==> src/rtl/serial_proto_pkg.sv <==
// rtl/serial_proto_pkg.sv - framing constants, FSM state type and byte encoder shared with the decoder side
package serial_proto_pkg;

    localparam logic [7:0] FRAME_START = 8'hFF;
    localparam logic [7:0] FRAME_STOP  = 8'hBF;
    localparam int         FIELD_W     = 6;
    localparam int         MAG_W       = 20;
    localparam int         SIGN_BIT    = 3;

    typedef enum logic [2:0] {
        IDLE,
        HDR,
        FETCH,
        SEND,
        CSUM,
        TRL,
        FIN
    } enc_state_t;

    // Data bytes carry at most 6 payload bits, so they can never alias the framing bytes
    function automatic logic [7:0] encode_byte(input logic [MAG_W-1:0] mag,
                                               input logic             sign,
                                               input logic [1:0]       idx);
        logic [7:0] b;
        b = 8'h00;
        case (idx)
            2'd0: b = {2'b00, mag[0*FIELD_W +: FIELD_W]};
            2'd1: b = {2'b00, mag[1*FIELD_W +: FIELD_W]};
            2'd2: b = {2'b00, mag[2*FIELD_W +: FIELD_W]};
            default: begin
                b[SIGN_BIT] = sign;
                b[1:0]      = mag[MAG_W-1 -: 2];
            end
        endcase
        return b;
    endfunction

endpackage

==> src/rtl/byte_pacer.sv <==
// rtl/byte_pacer.sv - byte-slot down-counter that ticks one cycle before the next strobe is due
module byte_pacer #(
    parameter int BYTE_PERIOD = 2200
) (
    input  logic clk25,
    input  logic reset,
    input  logic load,
    output logic tick
);

    localparam int CW = $clog2(BYTE_PERIOD);

    logic [CW-1:0] cnt;

    always_ff @(posedge clk25 or negedge reset) begin
        if (!reset) begin
            cnt <= '0;
        end else if (load) begin
            cnt <= CW'(BYTE_PERIOD - 1);
        end else if (cnt != '0) begin
            cnt <= cnt - CW'(1);
        end
    end

    // Ticking at 1 lets the registered strobe land exactly BYTE_PERIOD cycles after the last one
    assign tick = (cnt == CW'(1));

endmodule

==> src/rtl/serial_result_encoder.sv <==
// rtl/serial_result_encoder.sv - frames signed result words into paced 6-bit UART bytes; SERIAL_ENC_CHECKSUM_EN adds a checksum byte
module serial_result_encoder
    import serial_proto_pkg::*;
#(
    parameter int BYTE_PERIOD = 2200,
    parameter int ADDR_W      = 24,
    parameter int DATA_W      = 21
) (
    input  logic                     clk25,
    input  logic                     reset,
    input  logic                     start,
    input  logic [ADDR_W-1:0]        num_words,
    output logic [ADDR_W-1:0]        rd_addr,
    input  logic signed [DATA_W-1:0] rd_data,
    output logic signed [DATA_W-1:0] data_tx,
    output logic                     enable_tx,
    output logic                     busy,
    output logic                     done
);

    enc_state_t        state, state_nxt;
    logic              tick;
    logic [ADDR_W-1:0] n_words;
    logic [MAG_W-1:0]  mag_q;
    logic              sign_q;
    logic [1:0]        byte_idx;
    logic              fetch_wait;
    logic              last_word;
    logic [DATA_W-1:0] abs_val;
    logic [MAG_W-1:0]  mag_in;

    logic       fire, accept, capture, advance_addr, finish;
    logic [7:0] tx_byte;

`ifdef SERIAL_ENC_CHECKSUM_EN
    logic [FIELD_W-1:0] sum_q;
`endif

    byte_pacer #(.BYTE_PERIOD(BYTE_PERIOD)) u_pacer (
        .clk25 (clk25),
        .reset (reset),
        .load  (enable_tx),
        .tick  (tick)
    );

    // -2^20 has no positive twin in the word width, so it saturates to the largest magnitude
    assign abs_val   = rd_data[DATA_W-1] ? $unsigned(-rd_data) : $unsigned(rd_data);
    assign mag_in    = (|abs_val[DATA_W-1:MAG_W]) ? '1 : abs_val[MAG_W-1:0];
    assign last_word = (rd_addr == n_words - ADDR_W'(1));

    always_ff @(posedge clk25 or negedge reset) begin
        if (!reset) begin
            state <= IDLE;
        end else begin
            state <= state_nxt;
        end
    end

    always_comb begin
        state_nxt = state;
        case (state)
            IDLE:  if (start) state_nxt = HDR;
            HDR:   state_nxt = (n_words == '0) ? TRL : FETCH;
            FETCH: if (!fetch_wait) state_nxt = SEND;
            SEND: begin
                if (tick && byte_idx == 2'd3) begin
`ifdef SERIAL_ENC_CHECKSUM_EN
                    state_nxt = last_word ? CSUM : FETCH;
`else
                    state_nxt = last_word ? TRL : FETCH;
`endif
                end
            end
`ifdef SERIAL_ENC_CHECKSUM_EN
            CSUM:  if (tick) state_nxt = TRL;
`endif
            TRL:   if (tick) state_nxt = FIN;
            FIN:   if (tick) state_nxt = IDLE;
            default: state_nxt = IDLE;
        endcase
    end

    always_comb begin
        fire         = 1'b0;
        accept       = 1'b0;
        capture      = 1'b0;
        advance_addr = 1'b0;
        finish       = 1'b0;
        tx_byte      = 8'h00;
        case (state)
            IDLE: begin
                if (start) begin
                    fire    = 1'b1;
                    accept  = 1'b1;
                    tx_byte = FRAME_START;
                end
            end
            FETCH: capture = !fetch_wait;
            SEND: begin
                if (tick) begin
                    fire         = 1'b1;
                    tx_byte      = encode_byte(mag_q, sign_q, byte_idx);
                    advance_addr = (byte_idx == 2'd3) && !last_word;
                end
            end
`ifdef SERIAL_ENC_CHECKSUM_EN
            CSUM: begin
                if (tick) begin
                    fire    = 1'b1;
                    tx_byte = {2'b00, sum_q};
                end
            end
`endif
            TRL: begin
                if (tick) begin
                    fire    = 1'b1;
                    tx_byte = FRAME_STOP;
                end
            end
            FIN: finish = tick;
            default: ;
        endcase
    end

    always_ff @(posedge clk25 or negedge reset) begin
        if (!reset) begin
            rd_addr    <= '0;
            data_tx    <= '0;
            enable_tx  <= 1'b0;
            busy       <= 1'b0;
            done       <= 1'b0;
            n_words    <= '0;
            mag_q      <= '0;
            sign_q     <= 1'b0;
            byte_idx   <= 2'd0;
            fetch_wait <= 1'b0;
        end else begin
            enable_tx <= fire;
            done      <= finish;
            if (fire) begin
                data_tx <= {{(DATA_W-8){1'b0}}, tx_byte};
            end
            if (accept) begin
                busy       <= 1'b1;
                n_words    <= num_words;
                rd_addr    <= '0;
                byte_idx   <= 2'd0;
                fetch_wait <= 1'b0;
            end
            if (finish) begin
                busy <= 1'b0;
            end
            if (capture) begin
                mag_q    <= mag_in;
                sign_q   <= rd_data[DATA_W-1];
                byte_idx <= 2'd0;
            end
            if (fire && state == SEND) begin
                byte_idx <= byte_idx + 2'd1;
            end
            // The new address needs a settle cycle before the memory returns its word
            if (advance_addr) begin
                rd_addr    <= rd_addr + ADDR_W'(1);
                fetch_wait <= 1'b1;
            end else if (state == FETCH && fetch_wait) begin
                fetch_wait <= 1'b0;
            end
        end
    end

`ifdef SERIAL_ENC_CHECKSUM_EN
    always_ff @(posedge clk25 or negedge reset) begin
        if (!reset) begin
            sum_q <= '0;
        end else if (accept) begin
            sum_q <= '0;
        end else if (fire && state == SEND) begin
            sum_q <= sum_q + tx_byte[FIELD_W-1:0];
        end
    end
`endif

endmodule

==> config.mk <==
export PLATFORM = sky130hd
export DESIGN_NAME = serial_result_encoder
export DESIGN_NICKNAME = d
export VERILOG_FILES = /design/src/rtl/serial_proto_pkg.sv /design/src/rtl/byte_pacer.sv /design/src/rtl/serial_result_encoder.sv
export SDC_FILE = /design/constraint.sdc
export NUM_CORES = 1
export LEC_CHECK = 0
export BUFFER_PORTS_ARGS = -buffer_cell sky130_fd_sc_hd__buf_2
export CAP_MARGIN = 20
export CORE_MARGIN = 4
export CORE_UTILIZATION = 45
export CTS_BUF_LIST = sky130_fd_sc_hd__clkbuf_16
export CTS_CLUSTER_DIAMETER = 80
export DETAILED_ROUTE_END_ITERATION = 6
export PLACE_DENSITY = 0.66
export SYNTH_ARGS = -nofsm -noshare
export SYNTH_HDL_FRONTEND = slang
export SYNTH_HIERARCHICAL = 1
export SYNTH_SLANG_ARGS = --single-unit
==> constraint.sdc <==
create_clock -name clk25 -period 6.09 [get_ports clk25]
set_input_delay 1.827 -clock clk25 [delete_from_list [all_inputs] [get_ports clk25]]
set_output_delay 1.827 -clock clk25 [all_outputs]
set_load 0.03 [all_outputs]
== Word-level counts from Yosys, hierarchy flattened ==
Cells that the tools add are included.
Widths: inputs -> output; s select.

* Add/subtract/negate cells: 5
* Equal/unequal tests: 15
* Muxes and demuxes: 38
* Reduce and logical (&&, ||, !) cells: 17

{| class="wikitable"
|+ Operators with widths
! operator !! count
|-
| $mux 24 || 2
|-
| $add 24x1->24 const B || 1
|-
| $eq 24x24->1 || 1
|-
| $logic_not 24->1 || 1
|-
| $mux 12 || 2
|-
| $pmux 8 s3 || 1
|-
| $sub 24x1->24 const B || 1
|-
| $mux 21 || 1
|-
| $mux 3 || 7
|-
| $neg 21->21 || 1
|-
| $mux 20 || 1
|-
| $pmux 3 s6 || 1
|-
| $mux 8 || 2
|-
| $eq 12x1->1 const B || 1
|-
| $mux 1 || 12
|-
| $pmux 2 s3 || 2
|-
| $reduce_bool 12->1 || 1
|-
| $sub 12x1->12 const B || 1
|-
| $ne 2x2->1 const B || 5
|-
| $eq 3x2->1 const B || 2
|-
| $eq 3x3->1 const B || 2
|-
| $mux 2 || 3
|-
| $mux 6 || 1
|-
| $pmux 1 s3 || 2
|-
| 13 further kinds || 21
|}

* Flip-flop bits (word level): 98
* Input bits: 48

== Logic depth before layout (Yosys ltp) ==
Gate-level depths: netlist of run 1.

* Word-level depth: 7
* Mapped depth: 11

== Cells and area by module ==
Netlist of run 1, hierarchy kept.

{| class="wikitable"
|+ Modules (own cells, without submodules)
! module !! instances !! cells each !! area an instance (um^2) !! seq. area each (um^2)
|-
| serial_result_encoder || 1 || 612 || 5,353.9 || 2,152.1
|-
| byte_pacer || 1 || 64 || 686.9 || 300.3
|}

== Least setup slack after synthesis of run 1 ==
OpenSTA, ideal clock, no wires.

* Path kind: in2reg
* Start: input port rd_data[2]
* End: register mag_q[19]
* Data arrival time: 3.764 ns
* Required time: 5.953 ns
* Path slack: 2.189 ns
* Cell stages on the path: 8
* Path buffers: 0
* Cells stage by stage: or4_1 > or4_1 > inv_1 > nand2_1 > or4_1 > o21ai_0 > xor2_1 > a21oi_1

* Cells in the longest elaborated chain, start to end: 3

{| class="wikitable"
|+ RTL lines
! item !! line !! text
|-
| start, declared || serial_result_encoder.sv:14 || <nowiki>input logic signed [DATA_W-1:0] rd_data,</nowiki>
|-
| $neg 21->21 || serial_result_encoder.sv:47 || <nowiki>assign abs_val = rd_data[DATA_W-1] ? $unsigned(-rd_data) : $unsigned(rd_data);</nowiki>
|-
| $mux 21 || serial_result_encoder.sv:47 ||
|-
| $mux 20 || serial_result_encoder.sv:48 || <nowiki>assign mag_in = (|abs_val[DATA_W-1:MAG_W]) ? '1 : abs_val[MAG_W-1:0];</nowiki>
|-
| end signal, assigned || serial_result_encoder.sv:154 || <nowiki>mag_q <= mag_in;</nowiki>
|-
| end, declared || serial_result_encoder.sv:24 || <nowiki>logic [MAG_W-1:0] mag_q;</nowiki>
|}

Every way passes these cells.
A chain may end at the register's enable or synchronous reset.

== Final worst setup path of run 1 ==
* Start: register n_words[2]
* End: register rd_addr[0]

* Cells in the longest elaborated chain, start to end: 7

{| class="wikitable"
|+ RTL lines
! item !! line !! text
|-
| start, declared || serial_result_encoder.sv:23 || <nowiki>logic [ADDR_W-1:0] n_words;</nowiki>
|-
| start signal, assigned || serial_result_encoder.sv:145 || <nowiki>n_words <= num_words;</nowiki>
|-
| $sub 24x1->24 (*) || serial_result_encoder.sv:49 || <nowiki>assign last_word = (rd_addr == n_words - ADDR_W'(1));</nowiki>
|-
| $eq 24x24->1 (*) || serial_result_encoder.sv:49 ||
|-
| $logic_not 1->1 (*) || serial_result_encoder.sv:103 || <nowiki>advance_addr = (byte_idx == 2'd3) && !last_word;</nowiki>
|-
| $logic_and 1x1->1 (*) || serial_result_encoder.sv:103 ||
|-
| $mux 1 (*) || serial_result_encoder.sv:100 || <nowiki>if (tick) begin</nowiki>
|-
| $mux 1 (*) || serial_result_encoder.sv:90 || <nowiki>case (state)</nowiki>
|-
| $mux 24 / $reduce_bool 2->1 (equally long branches) || n/a ||
|-
| end signal, assigned || serial_result_encoder.sv:163 || <nowiki>rd_addr <= rd_addr + ADDR_W'(1);</nowiki>
|-
| end, declared || serial_result_encoder.sv:13 || <nowiki>output logic [ADDR_W-1:0] rd_addr,</nowiki>
|}

Every way passes the cells marked *; elsewhere a longest branch is shown, timed or not.

==> results of run 1 <==
[worst min-delay path by stage]
stage / to / slack, ns / cells past startpoint / from
2_1_floorplan: u_pacer/cnt[7]$_DFFE_PN0P_ / 0.47 / 1 / u_pacer/cnt[7]$_DFFE_PN0P_
3_3_place_gp: data_tx[7]$_DFFE_PN0P_ / 0.46 / 2 / data_tx[7]$_DFFE_PN0P_
3_5_place_dp: busy$_DFFE_PN0P_ / 0.49 / 2 / busy$_DFFE_PN0P_
4_1_cts: data_tx[7]$_DFFE_PN0P_ / 0.50 / 2 / data_tx[7]$_DFFE_PN0P_
5_1_grt: u_pacer/cnt[7]$_DFFE_PN0P_ / 0.54 / 1 / u_pacer/cnt[7]$_DFFE_PN0P_
6_report: data_tx[7]$_DFFE_PN0P_ / 0.50 / 2 / data_tx[7]$_DFFE_PN0P_
[synthesized netlist by cell type, drive strengths merged, types with 3 or more instances]
| master | instances | share of area |
|---|---|---|
| nand3 | 19 | 0.016 |
| xor2 | 23 | 0.033 |
| ha | 11 | 0.023 |
| nand2 | 121 | 0.075 |
| or3 | 13 | 0.015 |
| nor2b | 5 | 0.0052 |
| a31oi | 4 | 0.0041 |
| mux2 | 4 | 0.0075 |
| nor4b | 5 | 0.0072 |
| nor3b | 3 | 0.0046 |
| buf | 20 | 0.024 |
| and2 | 4 | 0.0044 |
| clkbuf | 24 | 0.023 |
| dfrtp | 98 | 0.41 |
| xnor2 | 30 | 0.043 |
| o21ai | 25 | 0.021 |
| o311ai | 4 | 0.0058 |
| o31ai | 8 | 0.0099 |
| a21o | 4 | 0.0050 |
| a21oi | 32 | 0.027 |
| nand4 | 6 | 0.0072 |
| nor4 | 16 | 0.019 |
| nand2b | 4 | 0.0041 |
| and3 | 3 | 0.0031 |
| a211o | 4 | 0.0060 |
| nor2 | 56 | 0.036 |
| or4 | 13 | 0.017 |
| nor3 | 27 | 0.026 |
| inv | 22 | 0.014 |
| a221o | 17 | 0.029 |
| a222oi | 6 | 0.0099 |
| a211oi | 9 | 0.012 |
| o211ai | 7 | 0.0087 |
[report_power, final]
part | leakage, nW | total (mW) | internal (mW) | switching [mW]
Combinational | 1.63 | 0.906 | 0.390 | 0.516
Clock | 0.144 | 0.585 | 0.322 | 0.263
Sequential | 1.19 | 1.11 | 0.852 | 0.259
[area by class of cell]
cell class              instances  area, µm²  share of cell area
clock inverters                 7       76.3              0.0113
multi-input cells             522       3240               0.480
flip-flops and latches         98       2450               0.363
well taps                     176        220              0.0326
clock buffers                   9        225              0.0333
repair buffers                 88        458              0.0678
inverters                      22       82.6              0.0122
[per-layer routing]
layer,wire [µm],track usage
met5,0,0
met3,886,0.0386
met2,6890,0.325
met1,7200,0.292
met4,282,0.0616
[critical path: stages, from the launching register on]
cell,delay [ns]
sky130_fd_sc_hd__dfrtp_1,0.45
sky130_fd_sc_hd__nor4_1,0.53
sky130_fd_sc_hd__nand4_1,0.42
sky130_fd_sc_hd__or3_2,0.53
sky130_fd_sc_hd__xnor2_1,0.13
sky130_fd_sc_hd__or4_4,0.45
sky130_fd_sc_hd__o41a_2,0.52
sky130_fd_sc_hd__a21oi_2,0.82
sky130_fd_sc_hd__mux2_2,0.31
[cells by family after synthesis]
kind of cell	Yosys count
buffers and inverters	68
AO/OA/AOI/OAI	135
adder cells (fa/ha/maj)	11
other	1
AND/OR/NAND/NOR	304
multiplexers	6
XOR/XNOR	53
flip-flops	98
[through the flow]
stage,instances,instance area (µm²),power (mW),util,hold slack [ns]
2_1_floorplan,688,6090,1.77,-,0.474
3_3_place_gp,906,6460,1.97,0.490,0.455
3_5_place_dp,906,6460,2.02,0.490,0.486
4_1_cts,922,6760,2.61,0.512,0.505
5_1_grt,922,6760,2.80,0.512,0.545
6_report,922,6760,2.60,0.512,0.496
[state kept, by name, indices dropped and copies added, names as in the netlist, 2 cells and up]
name and count:
n_words 24, rd_addr 24, mag_q 20, u_pacer/cnt 12, data_tx 8, state 3
byte_idx 2
==> PnR_summary.wiki, run 1 <==
{| class="wikitable"
! Metric !! Value
|-
| Number of antenna-violating nets in the routed design || 0
|-
| Endpoints failing hold || 0
|-
| Root Buffer Master || sky130_fd_sc_hd__clkbuf_16
|-
| First-pass DRT Iterations || 7
|-
| Hold WC Path Type || flip-flop to flip-flop
|-
| Synth Warn # || 6
|-
| Final count of pins violating max slew || 0
|-
| Post-CTS clock slew at the launch and capture registers of the worst setup and hold paths || about 0.07 ns
|-
| Later-pin clock latency in the skew report || ~0.36 ns
|-
| Share of async-settable or async-resettable flops after synthesis || 1.00
|-
| Bufs on Longest Clock Path || 2
|-
| Capture point of the worst path || rd_addr[0]$_DFFE_PN0P_
|-
| Number of enable-type register cells in the synthesized netlist || 0
|-
| RR Startpoint || n_words[2]$_DFFE_PN0P_
|-
| Initial antenna violation count || 0
|-
| Post-synthesis cell type count || 77
|-
| Number of top-level pins || 96
|-
| DIE HEIGHT || about 120 µm
|-
| Routability congestion estimate from global placement || 0.865
|-
| ANT cells || 0
|-
| Sequential element share of the synthesized area || 0.406
|-
| Adder-cell share of the synthesized area || 0.0228
|-
| First-pass GRT wire length || 25,200 µm
|-
| Htree depth || 3
|-
| Quantity of gates resized following cts || 0
|-
| Data required, critical path || 6.37 ns
|-
| Worst relative slew slack || 0.271
|-
| CTS tree || done
|-
| Peak clock frequency supported by timing || 235 MHz
|-
| R2r worst-path depth || 8
|-
| XOR/XNOR Fraction of Synth Area || 0.0768
|-
| Area of the core region || 13,200 µm²
|-
| Dominant combinational cell family by area after synthesis || simple AND/OR/NAND/NOR gates
|-
| Kind of start point of the critical path || flip-flop
|-
| Layout cell share with drive strength beyond 1 || 0.184
|-
| Most common cell after layout, fill and taps aside || sky130_fd_sc_hd__nand2_1
|-
| GRT Resource Usage Total || 0.207
|-
| Total setup buffers inserted after CTS || 0
|-
| Setup_tns || 0 ns
|-
| Terminus of the critical flop-to-flop path || rd_addr[0]$_DFFE_PN0P_
|-
| Cts bufs inserted || 9
|-
| CP startpoint || n_words[2]$_DFFE_PN0P_
|-
| Final period demand of the worst path || 4.25 ns
|-
| Mean instance size in the synthesized netlist || 8.94 µm²
|-
| Syn Std Cell Area || 6040 µm²
|-
| Total DRC errors in the routed layout || 0
|-
| Buffers on Ports || approximately 80
|-
| Fillcell total || 1,224
|-
| Share of the clock period used by the worst path after layout || 0.698
|-
| Power per unit of standard cell area || 385 nW/µm²
|-
| DR WL/cell || 16.6 µm
|-
| Overflow left after global routing || 0
|-
| Die Width || ~120 µm
|-
| Data arrival time of the critical path || 4.54 ns
|-
| Number of vias per cell after detailed routing || 5.73
|-
| Multiplexer share of the synthesized area || 0.0108
|-
| Crit. End Element || flip-flop
|-
| Pin count of the biggest net entering global routing || 56
|-
| Number of synthesized register bits || about 100
|-
| Pre-CTS worst setup slack || 1.86 ns
|-
| Area growth from synthesis to layout || 11.9%
|-
| Initial standard-cell utilization of the core || 0.458
|-
| Critical-path maximum fanout || 21
|-
| Category of the critical setup timing path || flip-flop to flip-flop
|-
| Min setup slack post-route || 1.84 ns
|-
| Total number of clock tree sinks || 98
|-
| Peak supply drop || 0.194 mV
|-
| Number of global-route vias before repair || 5,116
|-
| Post-detailed-placement half-perimeter wirelength || approximately 11,000 µm
|-
| Hold_buf cts || 0
|-
| Site row count || 42
|-
| Area share of and/or/nand/nor cells after synthesis || 0.253
|-
| Post-synthesis cell count || 676
|-
| RSZ-0062 raised after global routing || false
|-
| Most frequently used flop master after synthesis || sky130_fd_sc_hd__dfrtp_1
|-
| Total number of nets in the final design || 800
|-
| Static power due to leakage || 2.96 nW
|-
| Max-cap violation count || 0
|-
| Worst reg2reg setup slack || 1.84 ns
|-
| Via count || 5,279
|-
| Total Wirelength || 15,300 µm
|-
| Synth Area in Compound Gates || 0.165
|-
| Slew of the pin with the lowest slew margin || 1.09 ns
|-
| Area of the die || between 15,000 and 20,000 µm²
|-
| Final count of negative-setup-slack endpoints || 0
|-
| Highest-count cells in the layout ignoring fill and taps || 121 x sky130_fd_sc_hd__nand2_1, 98 x sky130_fd_sc_hd__dfrtp_1, 81 x sky130_fd_sc_hd__buf_2, 54 x sky130_fd_sc_hd__nor2_1, 31 x sky130_fd_sc_hd__a21oi_1
|-
| Iteration-0 DRC count of the detailed router || 534
|-
| Final setup skew || 0.0123 ns
|-
| Run status || complete, no violations
|}
(Power assumes the default switching activity.)
==> run 2: changes to the inputs <==
Settings changed: PLACE_DENSITY 0.66 to 0.68.
Clock period 6.09 ns to 3.6 ns, I/O delays scaled along.
==> run 2 against run 1 <==
- largest cell class unchanged
- total power is 70% higher
- clock power is 60% higher
- largest power group unchanged
- cell area is 1.8% higher
- via count is 2.1% lower
- critical path type unchanged
==> PnR_summary.wiki, run 2 (synthesized netlist as in run 1, its figures left out) <==
{| class="wikitable"
! Metric !! Value
|-
| Run status || complete, no violations
|-
| Number of global-route vias before repair || 5,006 (-2.2%)
|-
| Area of the die || 15,300 µm² (unchanged)
|-
| Area of the core region || 13,200 µm² (unchanged)
|-
| Crit. End Element || flip-flop
|-
| Peak supply drop || 0.278 mV (+44%)
|-
| Number of vias per cell after detailed routing || 5.53 (-3.5%)
|-
| Final hold slack || 0.477 ns (-0.0186 ns)
|-
| Met1 wire length || 6840 µm (-4.9%)
|-
| Layout cell share with drive strength beyond 1 || 0.200 (+0.0166)
|-
| Number of antenna-violating nets in the routed design || 0 (unchanged)
|-
| Number of top-level pins || 96 (unchanged)
|-
| Total number of clock tree sinks || 98 (unchanged)
|-
| Power per unit of standard cell area || 643 nW/µm² (+67%)
|-
| Via count || 5,168 (-2.1%)
|-
| Area growth from synthesis to layout || 13.9%
|-
| Final count of negative-setup-slack endpoints || 0 (unchanged)
|-
| Final period demand of the worst path || 3.43 ns (-0.827 ns)
|-
| DR WL/cell || 15.6 µm (-5.6%)
|-
| Buffers on Ports || 82 (unchanged)
|-
| Worst reg2reg setup slack || 0.17 ns (-1.66 ns)
|-
| Total DRC errors in the routed layout || 0 (unchanged)
|-
| Htree depth || 3 (unchanged)
|-
| Category of the critical setup timing path || flip-flop to flip-flop
|-
| Routability congestion estimate from global placement || 0.830 (-4.0%)
|-
| Pin count of the biggest net entering global routing || 57 (+1.8%)
|-
| Later-pin clock latency in the skew report || 0.36 ns (about the same)
|-
| CP startpoint || n_words[0]$_DFFE_PN0P_
|-
| Pre-CTS worst setup slack || 0.159 ns (-1.70 ns)
|-
| Endpoints failing hold || 0 (unchanged)
|-
| Kind of start point of the critical path || flip-flop
|-
| Highest-count cells in the layout ignoring fill and taps || 121 x sky130_fd_sc_hd__nand2_1, 98 x sky130_fd_sc_hd__dfrtp_1, 81 x sky130_fd_sc_hd__buf_2, 53 x sky130_fd_sc_hd__nor2_1, 31 x sky130_fd_sc_hd__a21oi_1
|-
| Min setup slack post-route || 0.173 ns (-1.66 ns)
|-
| Worst relative slew slack || 0.552 (+0.281)
|-
| Iteration-0 DRC count of the detailed router || 504 (-5.6%)
|-
| Most common cell after layout, fill and taps aside || sky130_fd_sc_hd__nand2_1
|-
| Bufs on Longest Clock Path || 2 (unchanged)
|-
| ANT cells || 0 (unchanged)
|-
| Data required, critical path || 3.84 ns (-2.53 ns)
|-
| DIE HEIGHT || 124 µm (unchanged)
|-
| Standard cell area after detailed placement || 6570 µm² (+1.8%)
|-
| Slew of the pin with the lowest slew margin || 0.662 ns (-0.431 ns)
|-
| Total power || 4.42 mW (+70%)
|-
| Post-detailed-placement half-perimeter wirelength || 10,600 µm (-1.2%)
|-
| Peak clock frequency supported by timing || 292 MHz (+24%)
|-
| Critical-path maximum fanout || 11 (-48%)
|-
| GRT Resource Usage Total || 0.201 (-0.00589)
|-
| Die Width || 124 µm (unchanged)
|-
| Overflow left after global routing || 0 (unchanged)
|-
| First-pass DRT Iterations || 6 (-1)
|-
| Total number of nets in the final design || 813 (+1.6%)
|-
| Final std cell area, no fill || 6880 µm² (+1.8%)
|-
| Cts bufs inserted || 9 (unchanged)
|-
| First-pass GRT wire length || 24,600 µm (-2.5%)
|-
| R2r worst-path depth || 11 (+3)
|-
| CTS tree || done
|-
| Final setup skew || 0.00914 ns (-0.00320 ns)
|-
| Post-CTS clock slew at the launch and capture registers of the worst setup and hold paths || 0.07 ns (about the same)
|-
| Length of routed met3 wiring || 826 µm (-6.8%)
|-
| Final count of pins violating max slew || 0 (unchanged)
|-
| RR Startpoint || n_words[0]$_DFFE_PN0P_
|-
| Site row count || 42 (unchanged)
|-
| Initial standard-cell utilization of the core || 0.458 (unchanged)
|-
| Hold WC Path Type || flip-flop to flip-flop
|-
| Largest registers || n_words x24, rd_addr x24, mag_q x20
|-
| Static power due to leakage || 3.03 nW (+2.4%)
|-
| Capture point of the worst path || rd_addr[5]$_DFFE_PN0P_
|-
| Routed wire length on met2 || 6700 µm (-2.8%)
|-
| Top routing layer in use || met4
|-
| Root Buffer Master || sky130_fd_sc_hd__clkbuf_16
|-
| Final Non-Filler Cells || 935 (+1.4%)
|-
| Terminus of the critical flop-to-flop path || rd_addr[5]$_DFFE_PN0P_
|-
| Fillcell total || 1,217 (-0.57%)
|-
| Max-cap violation count || 0 (unchanged)
|-
| Share of the clock period used by the worst path after layout || 0.952 (+0.254)
|-
| Initial antenna violation count || 0 (unchanged)
|-
| Total Wirelength || 14,600 µm (-4.3%)
|-
| Placed cell count || 918 (+1.3%)
|-
| Data arrival time of the critical path || 3.67 ns (-0.87 ns)
|}
-- run 2: cell count changes in the layout (fill, tap and decap cells not counted), sizes merged --
cell / delta
clkinvlp: -1
inv: +2
bufinv: -1
buf: +13
-- run 2: layer usage --
metal | vias to the layer above | global-route usage
li1 | 2549 | -
met1 | 2469 | 0.291
met2 | 135 | 0.308
met3 | 15 | 0.0359
met4 | 0 | 0.0623
met5 | - | 0
-- run 2: what timing repair did --
action,CTS,global route
endpoints found under the setup margin,0,4
buffers inserted,0,1
hold buffers,0,0
gates resized for setup,0,3
-- run 2: cell type report --
cell class / count / area [µm²] / share of cell area
timing repair buffer: 101 / 581 / 0.0844
clock buffer: 9 / 225 / 0.0327
inverter: 22 / 82.6 / 0.0120
clock inverter: 7 / 58.8 / 0.00855
tap: 176 / 220 / 0.0320
multi-input combinational: 522 / 3260 / 0.474
sequential: 98 / 2450 / 0.356
-- run 2: worst min-delay path by stage --
| stage | cells after the start | startpoint | endpoint |
|---|---|---|---|
| after floorplan | 1 | u_pacer/cnt[7]$_DFFE_PN0P_ | u_pacer/cnt[7]$_DFFE_PN0P_ |
| after global placement | 2 | data_tx[7]$_DFFE_PN0P_ | data_tx[7]$_DFFE_PN0P_ |
| after detailed placement | 2 | data_tx[7]$_DFFE_PN0P_ | data_tx[7]$_DFFE_PN0P_ |
| after CTS | 2 | data_tx[7]$_DFFE_PN0P_ | data_tx[7]$_DFFE_PN0P_ |
| after global routing | 2 | data_tx[7]$_DFFE_PN0P_ | data_tx[7]$_DFFE_PN0P_ |
| final | 2 | data_tx[7]$_DFFE_PN0P_ | data_tx[7]$_DFFE_PN0P_ |
-- run 2: power breakdown --
| part | switching, mW | internal [mW] |
|---|---|---|
| logic | 0.906 | 0.718 |
| clock network | 0.457 | 0.481 |
| registers | 0.418 | 1.44 |
-- run 2: through the flow --
stage,setup TNS [ns],utilization
6_report,0,0.522
3_3_place_gp,0,0.498
4_1_cts,0,0.520
2_1_floorplan,0,-
3_5_place_dp,0,0.498
5_1_grt,-0.0142,0.522
-- run 2: critical path, stage by stage (launching register included) --
cell and delay (ns):
sky130_fd_sc_hd__dfrtp_1 0.43, sky130_fd_sc_hd__nor4_1 0.29, sky130_fd_sc_hd__buf_4 0.18, sky130_fd_sc_hd__nand4_1 0.22
sky130_fd_sc_hd__or3_2 0.50, sky130_fd_sc_hd__xnor2_1 0.14, sky130_fd_sc_hd__or4_4 0.45, sky130_fd_sc_hd__o41ai_4 0.33
sky130_fd_sc_hd__buf_4 0.21, sky130_fd_sc_hd__buf_4 0.19, sky130_fd_sc_hd__nor3_1 0.07, sky130_fd_sc_hd__a221o_2 0.30
